### config.mk
export PLATFORM = sky130hd
export DESIGN_NAME = z80_io_port_ctrl
export DESIGN_NICKNAME = d
export VERILOG_FILES = /design/src/rtl/z80_io_port_ctrl.sv
export SDC_FILE = /design/constraint.sdc
export NUM_CORES = 1
export LEC_CHECK = 0
export ABC_AREA = 1
export CORE_ASPECT_RATIO = 1.5
export CORE_MARGIN = 4
export CORE_UTILIZATION = 40
export DETAILED_ROUTE_END_ITERATION = 16
export MAX_ROUTING_LAYER = met4
export PLACE_DENSITY = 0.7
export SLEW_MARGIN = 20
export SYNTH_ARGS = -nofsm -noshare
export SYNTH_HDL_FRONTEND = slang
export SYNTH_SLANG_ARGS = --single-unit
### constraint.sdc
create_clock -name clk -period 3.8 [get_ports clk]
set_input_delay 0.95 -clock clk [delete_from_list [all_inputs] [get_ports clk]]
set_output_delay 0.95 -clock clk [all_outputs]
set_load 0.05 [all_outputs]
### src/rtl/z80_io_port_ctrl.sv
// Z80 I/O cycle sequencer: input synchronisation, port decode, register handshake and bus ownership.
// Optional WAIT generation during reads is built when IOWAIT_EN is defined; otherwise wait_n is tied high.
module z80_io_port_ctrl #(
  parameter logic [7:0]  BASE_ADDR   = 8'h00,
  parameter int unsigned ADDR_BITS   = 1,
  parameter int unsigned TIMEOUT     = 15,
  parameter int unsigned SYNC_STAGES = 2
) (
  input  logic                 clk,
  input  logic                 rst_n,
  input  logic [7:0]           a,
  input  logic [7:0]           d_in,
  input  logic                 iorq_n,
  input  logic                 rd_n,
  input  logic                 wr_n,
  input  logic                 m1_n,
  output logic [7:0]           d_out,
  output logic                 d_oe,
  output logic                 busdir,
  output logic                 wait_n,
  output logic [ADDR_BITS-1:0] reg_idx,
  output logic [7:0]           reg_wdata,
  output logic                 reg_we,
  output logic                 reg_re,
  input  logic [7:0]           reg_rdata,
  input  logic                 reg_ack
);

  localparam int unsigned CntW = $clog2(TIMEOUT + 1);
  localparam logic [CntW-1:0] TimeoutVal = CntW'(TIMEOUT);

  localparam logic [2:0] StIdle     = 3'd0;
  localparam logic [2:0] StDecode   = 3'd1;
  localparam logic [2:0] StRdReq    = 3'd2;
  localparam logic [2:0] StRdDrive  = 3'd3;
  localparam logic [2:0] StTurn     = 3'd4;
  localparam logic [2:0] StWrStrobe = 3'd5;
  localparam logic [2:0] StWaitEnd  = 3'd6;

  logic [SYNC_STAGES-1:0] iorq_sync, rd_sync, wr_sync, m1_sync, vld_q;
  logic                   iorq_s, rd_s, wr_s, m1_s;
  logic                   armed_q, armed_d;
  logic                   hit;

  logic [2:0]           state_q, state_d;
  logic [CntW-1:0]      cnt_q, cnt_d;
  logic [7:0]           d_out_q, d_out_d;
  logic                 d_oe_q, d_oe_d;
  logic                 busdir_q, busdir_d;
  logic [ADDR_BITS-1:0] reg_idx_q, reg_idx_d;
  logic [7:0]           reg_wdata_q, reg_wdata_d;
  logic                 reg_we_q, reg_we_d;
  logic                 reg_re_q, reg_re_d;

  always_ff @(posedge clk) begin
    if (!rst_n) begin
      iorq_sync <= '1;
      rd_sync   <= '1;
      wr_sync   <= '1;
      m1_sync   <= '1;
      vld_q     <= '0;
      armed_q   <= 1'b0;
    end else begin
      iorq_sync <= {iorq_sync[SYNC_STAGES-2:0], iorq_n};
      rd_sync   <= {rd_sync[SYNC_STAGES-2:0], rd_n};
      wr_sync   <= {wr_sync[SYNC_STAGES-2:0], wr_n};
      m1_sync   <= {m1_sync[SYNC_STAGES-2:0], m1_n};
      vld_q     <= {vld_q[SYNC_STAGES-2:0], 1'b1};
      armed_q   <= armed_d;
    end
  end

  assign iorq_s = iorq_sync[SYNC_STAGES-1];
  assign rd_s   = rd_sync[SYNC_STAGES-1];
  assign wr_s   = wr_sync[SYNC_STAGES-1];
  assign m1_s   = m1_sync[SYNC_STAGES-1];

  // After reset, an IORQ already held low must be seen high once (with a full sync pipeline)
  // before any new cycle is accepted.
  assign armed_d = armed_q | ((&vld_q) & iorq_s);

  assign hit = (a[7:ADDR_BITS] == BASE_ADDR[7:ADDR_BITS]);

  always_comb begin
    state_d     = state_q;
    cnt_d       = cnt_q;
    d_out_d     = d_out_q;
    d_oe_d      = d_oe_q;
    busdir_d    = busdir_q;
    reg_idx_d   = reg_idx_q;
    reg_wdata_d = reg_wdata_q;
    reg_we_d    = 1'b0;
    reg_re_d    = 1'b0;
    unique case (state_q)
      StIdle: begin
        d_oe_d   = 1'b0;
        busdir_d = 1'b1;
        if (armed_q && !iorq_s) begin
          state_d = m1_s ? StDecode : StWaitEnd;
        end
      end
      StDecode: begin
        reg_idx_d = a[ADDR_BITS-1:0];
        if (iorq_s) begin
          state_d = StIdle;
        end else if (!hit) begin
          state_d = StWaitEnd;
        end else if (!rd_s) begin
          state_d  = StRdReq;
          reg_re_d = 1'b1;
          busdir_d = 1'b0;
          cnt_d    = '0;
        end else if (!wr_s) begin
          state_d = StWrStrobe;
        end
      end
      StRdReq: begin
        busdir_d = 1'b0;
        d_oe_d   = 1'b0;
        if (iorq_s) begin
          state_d = StTurn;
        end else if (reg_ack) begin
          d_out_d = reg_rdata;
          d_oe_d  = 1'b1;
          state_d = StRdDrive;
        end else if (cnt_q == TimeoutVal) begin
          d_out_d = 8'hFF;
          d_oe_d  = 1'b1;
          state_d = StRdDrive;
        end else begin
          cnt_d = cnt_q + CntW'(1);
        end
      end
      StRdDrive: begin
        d_oe_d   = 1'b1;
        busdir_d = 1'b0;
        if (iorq_s || rd_s) begin
          d_oe_d  = 1'b0;
          state_d = StTurn;
        end
      end
      // One guard cycle with busdir still low after d_oe has dropped.
      StTurn: begin
        d_oe_d   = 1'b0;
        busdir_d = 1'b1;
        state_d  = StIdle;
      end
      StWrStrobe: begin
        reg_wdata_d = d_in;
        reg_we_d    = 1'b1;
        state_d     = StWaitEnd;
      end
      StWaitEnd: begin
        if (iorq_s) begin
          state_d = StIdle;
        end
      end
      default: begin
        state_d  = StIdle;
        d_oe_d   = 1'b0;
        busdir_d = 1'b1;
      end
    endcase
  end

  always_ff @(posedge clk) begin
    if (!rst_n) begin
      state_q     <= StIdle;
      cnt_q       <= '0;
      d_out_q     <= 8'h00;
      d_oe_q      <= 1'b0;
      busdir_q    <= 1'b1;
      reg_idx_q   <= '0;
      reg_wdata_q <= 8'h00;
      reg_we_q    <= 1'b0;
      reg_re_q    <= 1'b0;
    end else begin
      state_q     <= state_d;
      cnt_q       <= cnt_d;
      d_out_q     <= d_out_d;
      d_oe_q      <= d_oe_d;
      busdir_q    <= busdir_d;
      reg_idx_q   <= reg_idx_d;
      reg_wdata_q <= reg_wdata_d;
      reg_we_q    <= reg_we_d;
      reg_re_q    <= reg_re_d;
    end
  end

`ifdef IOWAIT_EN
  logic wait_q, wait_d;

  // Low while the read request is still outstanding after its first cycle.
  always_comb begin
    wait_d = 1'b1;
    if (state_q == StRdReq && !iorq_s && !reg_ack && cnt_q != TimeoutVal) begin
      wait_d = 1'b0;
    end
  end

  always_ff @(posedge clk) begin
    if (!rst_n) begin
      wait_q <= 1'b1;
    end else begin
      wait_q <= wait_d;
    end
  end

  assign wait_n = wait_q;
`else
  assign wait_n = 1'b1;
`endif

  assign d_out     = d_out_q;
  assign d_oe      = d_oe_q;
  assign busdir    = busdir_q;
  assign reg_idx   = reg_idx_q;
  assign reg_wdata = reg_wdata_q;
  assign reg_we    = reg_we_q;
  assign reg_re    = reg_re_q;

endmodule

# ---- Yosys cells after proc, flatten, opt, wreduce, memory -nomap -nowiden
# Index checks and enable logic that the tools add are counted.
dict set report totals {
  elab_cells 90
  output_inout_bits 22
  ff_bits 39
  inputBits 31
}
dict set report classes {
  n_eq_ne 17
  bitwise_logic 7
  add_sub_neg 1
  reduce_logical 16
  n_mux 33
}
# operator n
set op_table {}
lappend op_table {{$mux W3} 11}
lappend op_table {{$mux W4} 6}
lappend op_table {{$ne A2 B2 Y1 const B} 9}
lappend op_table {{$pmux W3 S6} 1}
lappend op_table {{$mux W8} 2}
lappend op_table {{$mux W1} 10}
lappend op_table {{$pmux W4 S2} 1}
lappend op_table {{$logic_not A7 Y1} 1}
lappend op_table {{$reduce_and A7 Y1} 1}
lappend op_table {{$eq A3 B2 Y1 const B} 2}
lappend op_table {{$eq A3 B3 Y1 const B} 2}
lappend op_table {{$pmux W1 S3} 2}
lappend op_table {{$ne A5 B5 Y1 const B} 1}
lappend op_table {{$not A1 Y1} 5}
lappend op_table {{$reduce_and A5 Y1} 1}
lappend op_table {{$add A4 B1 Y4 const B} 1}
lappend op_table {{$eq A4 B4 Y1 const B} 1}
lappend op_table {{$ne A4 B4 Y1 const B} 1}
lappend op_table {{$reduce_and A4 Y1} 1}
lappend op_table {{$reduce_bool A2 Y1} 2}
lappend op_table {{$reduce_or A2 Y1} 2}
lappend op_table {{$reduce_or A4 Y1} 1}
lappend op_table {{$eq A3 B1 Y1 const B} 1}
lappend op_table {{$logic_not A3 Y1} 1}
lappend op_table {{8 further kinds} 8}

# ---- Logic depth before layout (Yosys ltp)
# Gate-level depths: netlist of run 1.
dict set report depth {
  depth_word 5
  mapped_depth 9
  depth_no_buf 9
}

# ---- Worst setup path before layout of run 1
# No wires, ideal clock.
dict set report synth_timing {
  path_type {input -> register}
  startpoint {in a[6]}
  endpoint {reg cnt_q[2]}
  arrival_ns 1.723
  setup_time_ns 0.134
  required_ns 3.666
  cell_stages 8
  setup_slack_ns 1.943
  cell_sequence {nor2_1 -> nand2_1 -> nor2_1 -> nand2_1 -> nand2_1 -> nand3_2 -> nand2_1 -> a21oi_1}
}
dict set report synth_between {
  elab_chain_cells 3
}
# element line
set synth_lines {}
lappend synth_lines {{start, declared} 11} ;# input logic [7:0] a,
lappend synth_lines {{$logic_not A7 Y1} 82} ;# assign hit = (a[7:ADDR_BITS] == BASE_ADDR[7:ADDR_BITS]);
lappend synth_lines {{$ne A2 B2 Y1 (no source line)} -}
lappend synth_lines {{$reduce_and A7 Y1 (no source line)} -}
lappend synth_lines {{end signal, assigned} 179} ;# cnt_q <= cnt_d;
lappend synth_lines {{end, declared} 46} ;# logic [CntW-1:0] cnt_q, cnt_d;
# Every way passes these cells.
# A chain may end at the register's enable or synchronous reset.

# ---- Final worst setup path of run 1
dict set report layout_timing {
  startpoint {reg d_oe_q (netlist: d_oe)}
  endpoint {out d_oe}
}
# element line
set layout_rtl {}
lappend layout_rtl {{start, declared} 48} ;# logic d_oe_q, d_oe_d;
lappend layout_rtl {{start signal, assigned} 181} ;# d_oe_q <= d_oe_d;
lappend layout_rtl {{end, declared} 18} ;# output logic d_oe,
# No word-level cell between the ends.

==> results_dict.tcl, run 1 <==
set metrics [dict create \
    rr_startpoint "state_q[2]" \
    fin_tns_setup_ns 0 \
    regToRegSetupSlack_ns 2.25 \
    antenna_found_initial 0 \
    portBuffers 51 \
    yosys_warnings 0 \
    cp_data_arrival_time_ns 1.46 \
    drc 0 \
    yosys.area.top_type "dfxtp_1" \
    setup_ws_ns 1.39 \
    synth_area_leaders "dfxtp_1, nand2_1, nor2_1, o21ai_0, a21oi_1" \
    rr_endpoint "state_q[2]" \
    overflow 0 \
    ys_types 29 \
    crit_buf_inv 1 \
    post-cts-setup-buffers 0 \
    setup_viol 0 \
    holdPathStages 1 \
    synth_seq_area_share 0.452 \
    grt_pass1_wl_microns 6020 \
    dp.cells 314 \
    worstSetupEndpointType "primary output" \
    required_ns 2.85 \
    placementRows 29 \
    layout-drive-gt1-share 0.138 \
    dieArea_sq_um 5450 \
    post-place-ws_ns 1.35 \
    final_area_sq_um 2370 \
    place_area_sq_um 2260 \
    finalHoldViolCount 0 \
    routed_via_density 4.74 \
    grt_pass1_vias 1435 \
    cp_slowest_stage_delay_ns 0.82 \
    skew_ns 0.00259 \
    die_w_microns 61.6 \
    die_h_microns 88.5 \
    cts_sinks 39 \
    vdd_drop_max_uv 326 \
    vias 1521 \
    avgSynthCellArea_sq_um 7.74 \
    min_from "wr_sync[0]" \
    track_usage 0.151 \
    clk_latency_ns 0.28 \
    rsz0062_at_grt "false" \
    synthCells 223 \
    power_mw 0.891 \
    io_pins 53 \
    crit_chain "clkdlybuf4s50_1" \
    core_area_sq_um 4210 \
    finalWeightedCongestion 0.850 \
    drt-wirelength-per-cell_microns 11.2 \
    fill_cells 408 \
    timing.final.crit_share 0.633 \
    clock_path_buffers 2 \
    critPathMaxFanout 2 \
    hp-class "flop to flop" \
    outcome "finished clean" \
    dp_hpwl_microns 2730 \
    cts_tree "yes" \
    tightest_slew_ns 0.524 \
    insertedDiodeCount 0 \
    start_kind "flop" \
    fmax_mhz 416 \
    crit_slowest_cell "clkdlybuf4s50_1" \
    crit_type "flop to primary output" \
    layout.nets 307 \
    cts_made_buffers 5 \
    cts_hold_buf 0 \
    path_delay_family "buffers and inverters" \
    timing.slew.headroom 0.649 \
    routed_wirelength_microns 3600 \
    drv_slew 0 \
    maxCapViolations 0 \
    whs_ns 0.418 \
    cts_root_buf "clkbuf_8" \
    syn_nets 255 \
    drt_iter0_drc 52 \
    synth_top_area_share 0.452 \
    clk_pin_slew_ns 0.07 \
    start_util 0.410 \
    hold_end "wr_sync[1]" \
    area_growth_pct 37.2 \
    htreeDepth 2 \
    power_leakage_nw 0.937 \
    finalCriticalPeriod_ns 2.41 \
    final_util 0.563 \
    cts_resized 0 \
    powerDensity_nw_per_um2 376 \
    finalNonFillerCells 321 \
    reg2reg_depth 6 \
    first_pass_iters 4 \
    ant_nets 0 \
    synth_area_sq_um 1730 \
    grt_max_degree 23 \
    synth_seq_cells 39 \
]
==> area by class of cell <==
class                           instances  area (sq um)  area share
Multi-Input combinational cell        151           806       0.340
Sequential cell                        39           781       0.330
Timing Repair Buffer                   52           518       0.219
Inverter                               26           100      0.0423
Clock buffer                            5          68.8      0.0291
Tap cell                               46          57.6      0.0243
Clock inverter                          2          37.5      0.0158
==> power breakdown <==
part	switching, mW	internal (mW)	total (mW)
combinational	0.0704	0.0591	0.129
clock	0.139	0.192	0.331
sequential	0.0108	0.420	0.430
==> kinds of logic after synthesis <==
| kind of cell | count (synthesis) | share of synthesized area |
|---|---|---|
| AOI/OAI and AO/OA | 36 | 0.115 |
| and+or+nand+nor | 112 | 0.337 |
| DFF | 39 | 0.452 |
| adders and majority gates | 1 | 0.00725 |
| xor gates and xnor gates | 1 | 0.00507 |
| buffers and inverters | 33 | 0.0812 |
| other | 1 | 0.00217 |
==> registers in the layout, indices dropped and copies added (netlist names), 2 cells and up <==
signal and count:
vld_q 2, wr_sync 2, rd_sync 2, cnt_q 4, iorq_sync 2, state_q 3, m1_sync 2, d_out 8
reg_wdata 8
==> worst max path at each step <==
stage,start,cells past startpoint,endpoint,slack (ns)
floorplan,a[6],8,cnt_q[2],1.94
global placement,a[6],9,busdir,1.41
detailed placement,a[6],9,cnt_q[2],1.35
CTS,d_oe,1,d_oe,1.38
global route,reg_wdata[0],1,reg_wdata[0],1.34
finish,d_oe,1,d_oe,1.39
==> per-layer routing <==
| metal | track usage | part of all wire | up-vias | wire length (microns) |
|---|---|---|---|---|
| met5 | - | 0 | - | 0 |
| met4 | 0.0521 | 0.018 | 0 | 63 |
| met3 | 0.0438 | 0.038 | 6 | 138 |
| met2 | 0.263 | 0.54 | 28 | 1940 |
| met1 | 0.158 | 0.40 | 671 | 1450 |
| li1 | - | - | 816 | - |
==> Yosys cell counts (all sizes together) <==
master	n
buf	6
or2	8
dfxtp	39
clkbuf	1
xor2	1
nand3b	1
nor4	1
nor2	36
nand2	41
inv	26
a21oi	19
ha	1
conb	1
nand3	17
o21ai	17
nand4	8
==> placed cells by master, fill, tap and decap left out <==
master           count
clkdlybuf4s50_1     51
dfxtp_1             39
nand2_1             35
nor2_1              31
inv_1               21
o21ai_0             17
a21oi_1             16
nand3_1             14
nand4_1              8
or2_2                8
clkbuf_8             5
inv_2                4
nor2_4               3
nand2_4              3
nand2_2              3
nand3_2              2
a21oi_2              2
inv_4                1
nor4_1               1
nor2_8               1
nand3_4              1
a21oi_4              1
nor2_2               1
nand3b_1             1
xor2_1               1
ha_1                 1
conb_1               1
bufinv_16            1
clkinvlp_4           1
buf_4                1
(Power assumes the default switching activity.)
==> inputs of run 2 (changes only) <==
clock period = 2.3 ns   (was 3.8 ns; I/O delays follow)
==> run 2 against run 1 <==
Combinational power grew 66%. Sequential power grew 65%. Cell area shrank 0.74%. Critical path depth is the same. Non-clock buffer count is the same. Die area is the same. Total power grew 55%. Largest power group unchanged. Highest routed layer unchanged.
==> results_dict.tcl, run 2 (synthesis results as in run 1) <==
set metrics [dict create \
    timing.final.crit_share 0.883 \
    vdd_drop_max_uv 426 \
    layout-drive-gt1-share 0.141 \
    holdPathStages 1 \
    whs_ns 0.415 \
    required_ns 1.73 \
    io_pins 53 \
    finalWeightedCongestion 0.863 \
    post-cts-setup-buffers 0 \
    routed_via_density 4.79 \
    clk_latency_ns 0.29 \
    antenna_found_initial 0 \
    cts_resized 0 \
    rr_startpoint "state_q[2]" \
    htreeDepth 2 \
    final_cell_mix "clkdlybuf4s50_1, dfxtp_1, nand2_1" \
    drc 0 \
    fin_tns_setup_ns 0 \
    timing.slew.headroom 0.651 \
    crit_type "flop to primary output" \
    clock_path_buffers 2 \
    powerDensity_nw_per_um2 588 \
    finalCriticalPeriod_ns 2.03 \
    rsz0062_at_grt "false" \
    grt_max_degree 22 \
    overflow 0 \
    min_from "wr_sync[0]" \
    worstSetupEndpointType "primary output" \
    portBuffers 51 \
    fill_cells 397 \
    cts_root_buf "clkbuf_8" \
    crit_slowest_cell "clkdlybuf4s50_1" \
    hp-class "flop to flop" \
    drt_iter0_drc 51 \
    cts_hold_buf 0 \
    crit_chain "clkdlybuf4s50_1" \
    reg2reg_depth 6 \
    rr_endpoint "state_q[2]" \
    drv_slew 0 \
    maxCapViolations 0 \
    power_mw 1.38 \
    dp.cells 314 \
    cp_data_arrival_time_ns 1.46 \
    cts_sinks 39 \
    vias 1541 \
    drt-wirelength-per-cell_microns 11.4 \
    finalNonFillerCells 322 \
    start_kind "flop" \
    routed_wirelength_microns 3670 \
    setup_viol 0 \
    seq_area_sq_um 781 \
    multi_input_area_sq_um 806 \
    power_leakage_nw 0.927 \
    start_util 0.410 \
    track_usage 0.150 \
    grt_pass1_vias 1421 \
    skew_ns 0.00374 \
    cts_made_buffers 5 \
    finalHoldViolCount 0 \
    layout.nets 307 \
    clk_pin_slew_ns 0.08 \
    die_w_microns 61.6 \
    core_area_sq_um 4210 \
    outcome "finished clean" \
    dieArea_sq_um 5450 \
    regToRegSetupSlack_ns 0.73 \
    path_delay_family "buffers and inverters" \
    fmax_mhz 492 \
    first_pass_iters 4 \
    die_h_microns 88.5 \
    insertedDiodeCount 0 \
    hold_end "wr_sync[1]" \
    area_growth_pct 36.2 \
    critPathMaxFanout 2 \
    ant_nets 0 \
    tightest_slew_ns 0.522 \
    placementRows 29 \
    dp_hpwl_microns 2800 \
    cp_slowest_stage_delay_ns 0.82 \
    cts_tree "yes" \
    crit_buf_inv 1 \
    grt_pass1_wl_microns 5960 \
    mostFrequentLayoutCell "clkdlybuf4s50_1" \
]
run 2: area by class of cell:
type / instances / area share
repair buffers: 52 / 0.220
well taps: 46 / 0.0245
clock inverters: 3 / 0.00852
multi-input cells: 151 / 0.343
clock buffers: 5 / 0.0293
inverters: 26 / 0.0426
flip-flops and latches: 39 / 0.332
run 2: how the worst max path moves through the flow:
stage | startpoint | to | slack (ns) | cells after the start
after floorplan | a[6] | cnt_q[2] | 0.82 | 8
after global placement | a[6] | busdir | 0.27 | 9
after detailed placement | a[6] | cnt_q[1] | 0.24 | 9
after CTS | d_oe | d_oe | 0.25 | 1
after global routing | reg_wdata[0] | reg_wdata[0] | 0.23 | 1
final | d_oe | d_oe | 0.27 | 1
run 2: power breakdown:
group / switching [mW] / internal, mW / total (mW)
clock network: 0.248 / 0.211 / 0.459
logic: 0.116 / 0.0976 / 0.214
registers: 0.0182 / 0.693 / 0.711
run 2: routing by layer:
layer  vias up  track usage  routed length (microns)
li1        817            -                        -
met1       686        0.153                     1490
met2        31        0.262                     1950
met3         7       0.0453                      142
met4         0       0.0541                       85
met5         -            -                        0
run 2: per-stage QoR:
step	area (sq um)	setup slack (ns)	util
2_1_floorplan	1730	0.818	-
3_3_place_gp	2260	0.268	0.537
3_5_place_dp	2260	0.239	0.537
4_1_cts	2350	0.251	0.559
5_1_grt	2350	0.228	0.559
6_report	2350	0.269	0.559
run 2: worst register-to-register path: stages, from the launching register on:
cell	delay, ns
dfxtp_1	0.59
nand3_2	0.39
nand2_1	0.20
nor2_1	0.06
nand2_1	0.07
nand3_1	0.08
a21oi_1	0.12
